**config.mk**
```make
export PLATFORM = sky130hd
export DESIGN_NAME = alu16_arbiter_flat
export DESIGN_NICKNAME = d
export VERILOG_FILES = /design/src/rtl/alu16_arbiter_pkg.sv /design/src/rtl/alu16_arbiter_if.sv /design/src/rtl/alu16.sv /design/src/rtl/alu16_arbiter_rr_pick.sv /design/src/rtl/alu16_arbiter.sv /design/src/flat_wrapper.sv
export SDC_FILE = /design/constraint.sdc
export NUM_CORES = 1
export LEC_CHECK = 0
export ABC_CLOCK_PERIOD_IN_PS = 3450
export BUFFER_PORTS_ARGS = -buffer_cell sky130_fd_sc_hd__clkbuf_2
export CORE_ASPECT_RATIO = 0.7
export CORE_MARGIN = 5
export CORE_UTILIZATION = 40
export DETAILED_ROUTE_END_ITERATION = 16
export GPL_ROUTABILITY_DRIVEN = 0
export PLACE_DENSITY_LB_ADDON = 0.05
export SLEW_MARGIN = 30
export SYNTH_ARGS = -nofsm -noshare
export SYNTH_HDL_FRONTEND = slang
export SYNTH_SLANG_ARGS = --single-unit
```
**constraint.sdc**
```tcl
create_clock -name clk -period 3.45 [get_ports clk]
set_input_delay 0.1725 -clock clk [delete_from_list [all_inputs] [get_ports clk]]
set_output_delay 0.1725 -clock clk [all_outputs]
set_load 0.01 [all_outputs]
```
**src/rtl/alu16_arbiter_pkg.sv**
```systemverilog
// alu16_arbiter_pkg: shared state encoding, flag bit positions and datapath width
package alu16_arbiter_pkg;
  localparam int ALU_W = 16;
  localparam int FLG_S = 4;
  localparam int FLG_Z = 3;
  localparam int FLG_C = 2;
  localparam int FLG_P = 1;
  localparam int FLG_V = 0;
  typedef enum logic [1:0] {IDLE = 2'd0, EXEC = 2'd1, RESP = 2'd2} state_t;
endpackage

```
**src/rtl/alu16_arbiter_if.sv**
```systemverilog
// alu16_arbiter_if: request and response bundle between requesters and the shared alu16 arbiter
interface alu16_arbiter_if #(parameter int NREQ = 4, parameter int IDW = 2);
  logic [NREQ-1:0] req;
  logic [16*NREQ-1:0] req_x;
  logic [16*NREQ-1:0] req_y;
  logic [NREQ-1:0] req_ack;
  logic busy;
  logic rsp_valid;
  logic rsp_ready;
  logic [IDW-1:0] rsp_id;
  logic [15:0] rsp_z;
  logic [4:0] rsp_flags;
  modport master (output req, req_x, req_y, rsp_ready, input req_ack, busy, rsp_valid, rsp_id, rsp_z, rsp_flags);
  modport slave (input req, req_x, req_y, rsp_ready, output req_ack, busy, rsp_valid, rsp_id, rsp_z, rsp_flags);
endinterface

```
**src/rtl/alu16.sv**
```systemverilog
// alu16: combinational 16-bit adder with {sign, zero, carry, parity, overflow} flags
module alu16
  import alu16_arbiter_pkg::*;
(
  input  logic [ALU_W-1:0] x,
  input  logic [ALU_W-1:0] y,
  output logic [ALU_W-1:0] z,
  output logic [4:0]       flags
);
  logic c;
  assign {c, z} = {1'b0, x} + {1'b0, y};
  always_comb begin
    flags        = '0;
    flags[FLG_S] = z[ALU_W-1];
    flags[FLG_Z] = z == '0;
    flags[FLG_C] = c;
    flags[FLG_P] = ~^z;
    flags[FLG_V] = (x[ALU_W-1] == y[ALU_W-1]) && (z[ALU_W-1] != x[ALU_W-1]);
  end
endmodule

```
**src/rtl/alu16_arbiter_rr_pick.sv**
```systemverilog
// alu16_arbiter_rr_pick: round-robin pick starting just after the last-granted requester
module alu16_arbiter_rr_pick #(
  parameter int NREQ = 4,
  parameter int IDW  = 2
) (
  input  logic [NREQ-1:0] req,
  input  logic [IDW-1:0]  last,
  output logic [NREQ-1:0] grant,
  output logic [IDW-1:0]  idx,
  output logic            any
);
  logic [IDW-1:0] j;
  // scan farthest-first so the nearest requester after last overrides
  always_comb begin
    grant = '0;
    idx   = '0;
    j     = '0;
    for (int k = NREQ; k >= 1; k--) begin
      j = IDW'((int'(last) + k) % NREQ);
      if (req[j]) begin
        grant    = '0;
        grant[j] = 1'b1;
        idx      = j;
      end
    end
  end
  assign any = |req;
endmodule

```
**src/rtl/alu16_arbiter.sv**
```systemverilog
// alu16_arbiter: round-robin sharing of one alu16 among NREQ requesters, one operation in flight
module alu16_arbiter
  import alu16_arbiter_pkg::*;
#(
  parameter int NREQ = 4,
  parameter int IDW  = 2
) (
  input logic clk,
  input logic rst_n,
  alu16_arbiter_if.slave bus
);
  state_t state;
  logic [ALU_W-1:0] op_x, op_y, z;
  logic [IDW-1:0] op_id, last, idx;
  logic [NREQ-1:0] grant;
  logic [4:0] flags;
  logic any;
  alu16_arbiter_rr_pick #(.NREQ(NREQ), .IDW(IDW)) u_pick (
    .req(bus.req), .last(last), .grant(grant), .idx(idx), .any(any)
  );
  alu16 u_alu (.x(op_x), .y(op_y), .z(z), .flags(flags));
  // accept pulse coincides with the cycle whose operands get latched
  assign bus.req_ack = (state == IDLE && rst_n) ? grant : '0;
  always_ff @(posedge clk) begin
    if (!rst_n) begin
      state         <= IDLE;
      bus.busy      <= 1'b0;
      bus.rsp_valid <= 1'b0;
      bus.rsp_id    <= '0;
      bus.rsp_z     <= '0;
      bus.rsp_flags <= '0;
      op_x          <= '0;
      op_y          <= '0;
      op_id         <= '0;
      last          <= IDW'(NREQ - 1);
    end else begin
      case (state)
        IDLE: if (any) begin
          op_x     <= bus.req_x[int'(idx)*ALU_W +: ALU_W];
          op_y     <= bus.req_y[int'(idx)*ALU_W +: ALU_W];
          op_id    <= idx;
          bus.busy <= 1'b1;
          state    <= EXEC;
        end
        EXEC: begin
          bus.rsp_z     <= z;
          bus.rsp_flags <= flags;
          bus.rsp_id    <= op_id;
          bus.rsp_valid <= 1'b1;
          last          <= op_id;
          state         <= RESP;
        end
        RESP: if (bus.rsp_ready) begin
          bus.rsp_valid <= 1'b0;
          bus.busy      <= 1'b0;
          state         <= IDLE;
        end
        default: state <= IDLE;
      endcase
    end
  end
endmodule
```
**src/flat_wrapper.sv**
```systemverilog
// flat-port wrapper written by rule: the top's interface ports become plain ports
module alu16_arbiter_flat import alu16_arbiter_pkg::*;
#(
  parameter int NREQ = 4,
  parameter int IDW  = 2
)
  (clk, rst_n, bus_req, bus_req_x, bus_req_y, bus_rsp_ready, bus_req_ack, bus_busy, bus_rsp_valid, bus_rsp_id, bus_rsp_z, bus_rsp_flags);
  alu16_arbiter_if #(.NREQ(NREQ), .IDW(IDW)) bus_i ();
  input logic clk;
  input logic rst_n;
  input wire logic [$bits(bus_i.req)-1:0] bus_req;
  input wire logic [$bits(bus_i.req_x)-1:0] bus_req_x;
  input wire logic [$bits(bus_i.req_y)-1:0] bus_req_y;
  input wire logic [$bits(bus_i.rsp_ready)-1:0] bus_rsp_ready;
  output wire logic [$bits(bus_i.req_ack)-1:0] bus_req_ack;
  output wire logic [$bits(bus_i.busy)-1:0] bus_busy;
  output wire logic [$bits(bus_i.rsp_valid)-1:0] bus_rsp_valid;
  output wire logic [$bits(bus_i.rsp_id)-1:0] bus_rsp_id;
  output wire logic [$bits(bus_i.rsp_z)-1:0] bus_rsp_z;
  output wire logic [$bits(bus_i.rsp_flags)-1:0] bus_rsp_flags;
  assign bus_i.req = bus_req;
  assign bus_i.req_x = bus_req_x;
  assign bus_i.req_y = bus_req_y;
  assign bus_i.rsp_ready = bus_rsp_ready;
  assign bus_req_ack = bus_i.req_ack;
  assign bus_busy = bus_i.busy;
  assign bus_rsp_valid = bus_i.rsp_valid;
  assign bus_rsp_id = bus_i.rsp_id;
  assign bus_rsp_z = bus_i.rsp_z;
  assign bus_rsp_flags = bus_i.rsp_flags;
  alu16_arbiter #(.NREQ(NREQ), .IDW(IDW)) u_core (.clk(clk), .rst_n(rst_n), .bus(bus_i));
endmodule
```
Word-level counts from Yosys, hierarchy flattened
Index checks and enable logic that the tools add are counted.

Mux-type cells: 32. $add $sub $neg: 5. $lt $le $gt $ge: 8. Shifts and indexed selects: 2. Equal/unequal tests: 6. Reduce and logical (&&, ||, !) cells: 16.

Operators by type and width (number): $shiftx A64 B7 Y16 (2); $mux W4 (5); $add A16 B16 Y17 (1); $logic_not A16 Y1 (1); $reduce_xnor A16 Y1 (1); $lt A2 B3 Y1 const B (4); $mux W2 (6); $mux W1 (10); $bmux W1 S2 (4); $demux W1 S2 (4); $ge A2 B1 Y1 const B (4); $logic_and A1 B1 Y1 (6); $pmux W2 S3 (1); $reduce_and A2 Y1 (3); $add A2 B1 Y2 const B (2); $add A2 B2 Y2 const B (2); $pmux W1 S2 (2); $reduce_bool A2 Y1 (2); $reduce_or A4 Y1 (1); $reduce_and A3 Y1 (1); $eq A2 B1 Y1 const B (1); $eq A2 B2 Y1 const B (1); $logic_not A2 Y1 (1); $ne A2 B1 Y1 const B (1); other kinds (3) (3).

Output and inout bits: 29. Bits of input ports: 135. Register bits: 63.

Depth between registers and ports, before layout
Depth in word-level cells: 10. Mapped depth: 16.

By module
A second synthesis with hierarchy kept.

Cell total of the unflattened synthesis: 450. Area total of the unflattened synthesis: 4596.9 µm².

Modules (own cells, without submodules): alu16_arbiter (cells an instance 250, area each 2999.1 µm², times used 1); alu16 (cells an instance 138, area each 1093.5 µm², times used 1); alu16_arbiter_rr_pick (cells an instance 62, area each 504.2 µm², times used 1).

Least setup slack after synthesis
OpenSTA, ideal clock, no wires.

Path kind: reg2reg. Start point: register u_core.op_y[0]. End point: register u_core.bus.rsp_flags[1]. Cell stages (with the launch flop): 17. Setup time: 132 ps. Period minus slack after synthesis: 3034 ps. Setup slack: 416 ps. Arrival: 2901 ps. Cell sequence: dfxtp_1 ha_1 inv_1 fa_1 nor2b_1 o21bai_1 a21oi_1 o21ai_0 nor3b_1 or2_2 ha_1 xnor2_1 xnor2_1 xnor2_1 xnor2_1 xnor2_1 a21oi_1.

Word-level cells in the longest chain between the ends: 2.

Ends and longest elaborated chain: from (decl) (line alu16_arbiter.sv:13) `logic [ALU_W-1:0] op_x, op_y, z;`; from (signal assigned) (line alu16_arbiter.sv:40) `op_y <= bus.req_y[int'(idx)*ALU_W +: ALU_W];`; $add A16 B16 Y17 (line alu16.sv:11) `assign {c, z} = {1'b0, x} + {1'b0, y};`; $reduce_xnor A16 Y1 (line alu16.sv:17) `flags[FLG_P] = ~^z;`; to (signal assigned) (line alu16_arbiter.sv:47) `bus.rsp_flags <= flags;`; to (decl) (line alu16_arbiter_if.sv:14) `modport slave (input req, req_x, req_y, rsp_ready, output req_ack, busy, rsp_valid, rsp_id, rsp_z, rsp_flags);`.

No other way between the ends. A chain may end at the register's enable or synchronous reset.

Worst setup path after layout
Start point: register u_core.op_x[0]. End point: register u_core.bus.rsp_flags[1].

Word-level cells in the longest chain between the ends: 2.

Ends and longest elaborated chain: from (decl) (line alu16_arbiter.sv:13); from (signal assigned) (line alu16_arbiter.sv:39) `op_x <= bus.req_x[int'(idx)*ALU_W +: ALU_W];`; $add A16 B16 Y17 (line alu16.sv:11); $reduce_xnor A16 Y1 (line alu16.sv:17).

No other way between the ends.

==> summary.md <==
| Metric | Value |
|---|---|
| Tot GR Track Use | `0.200` |
| CP endpoint kind | `flop` |
| Max-slew headroom | `0.600` |
| PD cells | `roughly 720 nW/um^2` |
| Detailed Routing Iterations Pass 1 | `5` |
| Post-synth ARST share | `0` |
| Most Crowded Layer GR | `met1` |
| Final Hold Violating Endpoints | `0` |
| # IOs | `164` |
| First-pass GRT wire length | `21.6 mm` |
| Sequential-to-total area share from yosys stat | `0.272` |
| WS Path Type | `reg -> reg` |
| Post-synth net total | `682` |
| Status | `finished, final reports clean` |
| Setup TNS | `0 ns` |
| Via-to-Cell Ratio | `between 5 and 6` |
| Die Y | `around 99 um` |
| Core area | `11,100 um^2` |
| Grt met2 use | `0.294` |
| Clock buffer count from CTS | `9` |
| GRT overflow | `0` |
| Initial antenna violation count | `0` |
| Most common cell after layout, fill and taps aside | `clkbuf_2` |
| WL final | `~14 mm` |
| Vias in the first global route | `4,378` |
| Fillers | `1,071` |
| CTS sink count | `62` |
| Chip width | `138 um` |
| Clock transition at the registers of the reported paths | `0.06 ns` |
| Clock Skews | `0.00760 ns` |
| Initial Util | `0.411` |
| Critical path arrival | `3.43 ns` |
| Slew Limit Fails | `0` |
| Root Buffer | `clkbuf_16` |
| VDD IR-drop max | `0.548 mV` |
| Peak Freq | `308 MHz` |
| Post-Syn Area per Cell | `just under 9 um^2` |
| CP Max Fanout | `4` |
| IO buf count | `~160` |
| Primary FF master, synth | `dfxtp_1` |
| Syn. warnings | `0` |
| Iter 0 DRT Violations | `205` |
| Met1 Track Usage GR | `0.295` |
| Setup ws final | `roughly 0.21 ns` |
| Most frequent cells in the layout | `clkbuf_2 (163), dfxtp_1 (62), a21oi_1 (50), nand2_1 (43), mux2i_1 (35)` |
| Post-synth EDFFs | `0` |
| Worst slew pin tran | `0.601 ns` |
| Proportion of layout cells with a drive suffix above 1 | `0.345` |
| Total power | `4200 uW` |
| DR vias | `around 4,400` |
| WP data required | `3.64 ns` |
| Max-Cap Viols | `0` |
| Hold-fix buffers, CTS | `0` |
| Worst-Skew Late Latency | `0.33 ns` |
| N_diodes | `0` |
| Area grow syn2layout | `28.5%` |
| Wire length per cell | `16.5 um` |
| Cells after Synth | `516` |
| Maximum number of pins on one net before global-route repair | `63` |
| Type of origin of the critical path | `flop` |
| Yosys reg bits | `62` |
| Hpwl dp | `11.0 mm` |
| Nets@finish | `839` |
| Antenna viol nets, final | `0` |
| Post-Syn Area | `4560 um^2` |
| Maximum root-to-sink buffer count | `2` |
| Final worst path period share | `0.940` |
| Number of core rows | `32` |
| DRC | `0` |
| Crit path time final | `roughly 3.2 ns` |
| CTS tree | `built` |
| Number of distinct library cells after synthesis | `55` |
| H-tree depth | `3` |
| Hold Path Class | `in -> reg` |
| DP Worst Slack | `~0.11 ns` |
| Die area | `roughly 14,000 um^2` |
| Leak | `0.00262 uW` |
| GRT met3 Usage | `0.0516` |
| # setup viols final | `0` |
[logic make-up after synthesis]
| group | Yosys count | share of synthesized area |
|---|---|---|
| compound gates | 179 | 0.280 |
| simple gates | 120 | 0.131 |
| mux | 49 | 0.124 |
| fa+ha+maj | 31 | 0.0868 |
| xor+xnor | 21 | 0.0404 |
| buf+inv | 54 | 0.0651 |
| flops | 62 | 0.272 |
[synthesized netlist by cell type (all sizes together), types with 14 or more instances]
cell type | instances | area share
a211oi | 48 | 0.10
a21oi | 53 | 0.061
dfxtp | 62 | 0.27
mux2i | 36 | 0.082
ha | 30 | 0.082
buf | 16 | 0.034
inv | 19 | 0.016
nor2 | 17 | 0.015
o21ai | 30 | 0.033
and2 | 14 | 0.019
nor2b | 25 | 0.034
clkbuf | 19 | 0.016
nand2 | 43 | 0.035
[report_power, final]
| part | switching [uW] | total (uW) | internal (uW) |
|---|---|---|---|
| clock network | 337 | 970 | 634 |
| registers | 104 | 968 | 864 |
| logic | 1210 | 2260 | 1050 |
[metal layers]
metal / share of wire / routed length (um)
met5: 0 / 0
met4: 0.0068 / 93
met3: 0.081 / 1100
met2: 0.42 / 5700
met1: 0.50 / 6790
[final cells by class]
cell class / count / area (um^2) / share of cell area
Clock buffer: 9 / 225 / 0.0385
Clock inverter: 7 / 97.6 / 0.0167
Inverter: 19 / 71.3 / 0.0122
Multi-Input combinational cell: 400 / 3050 / 0.521
Sequential cell: 62 / 1240 / 0.212
Tap cell: 153 / 191 / 0.0327
Timing Repair Buffer: 181 / 976 / 0.167
[worst max-delay path: stages (launching register included)]
cell,delay (ns)
dfxtp_1,0.34
ha_1,0.17
inv_1,0.06
fa_2,0.38
nor2b_4,0.13
o21bai_2,0.10
a21oi_2,0.17
o21ai_1,0.08
nor3b_1,0.16
or2_2,0.28
ha_1,0.30
xnor2_1,0.14
xnor2_1,0.24
xnor2_1,0.17
xnor2_1,0.15
xnor2_1,0.14
a21oi_1,0.08
[sequential cells by signal (all words and copies together) (netlist names)]
signal                cells
u_core.bus.busy           1
u_core.bus.rsp_flags      5
u_core.bus.rsp_id         2
u_core.bus.rsp_valid      1
u_core.bus.rsp_z         15
u_core.last               2
u_core.op_id              2
u_core.op_x              16
u_core.op_y              16
u_core.state              2
[timing repair]
| item | CTS | global route |
|---|---|---|
| setup buffers | 0 | 0 |
| setup endpoints to repair | 0 | 1 |
| resized for setup | 0 | 8 |
[through the flow]
stage	cell area [um^2]	util	hold slack [ns]	instances
final	5850	0.528	0.163	831
after global routing	5850	0.528	0.193	831
after CTS	5820	0.525	0.148	831
after detailed placement	5500	0.496	0.462	815
after global placement	5500	0.496	0.457	815
after floorplan	4560	-	0.371	516
[final timing paths]
kind,slack [ns],start,depth (start not counted),to
worst min-delay path,0.16,bus_req_y[37],3,u_core.op_y[5]
worst min register to register,0.47,u_core.op_id[0],2,u_core.op_id[0]
worst max-delay path,0.21,u_core.op_x[0],16,u_core.bus.rsp_flags[1]
worst max register to register,0.21,u_core.op_x[0],16,u_core.bus.rsp_flags[1]
Power figures use the tool's default switching activity.
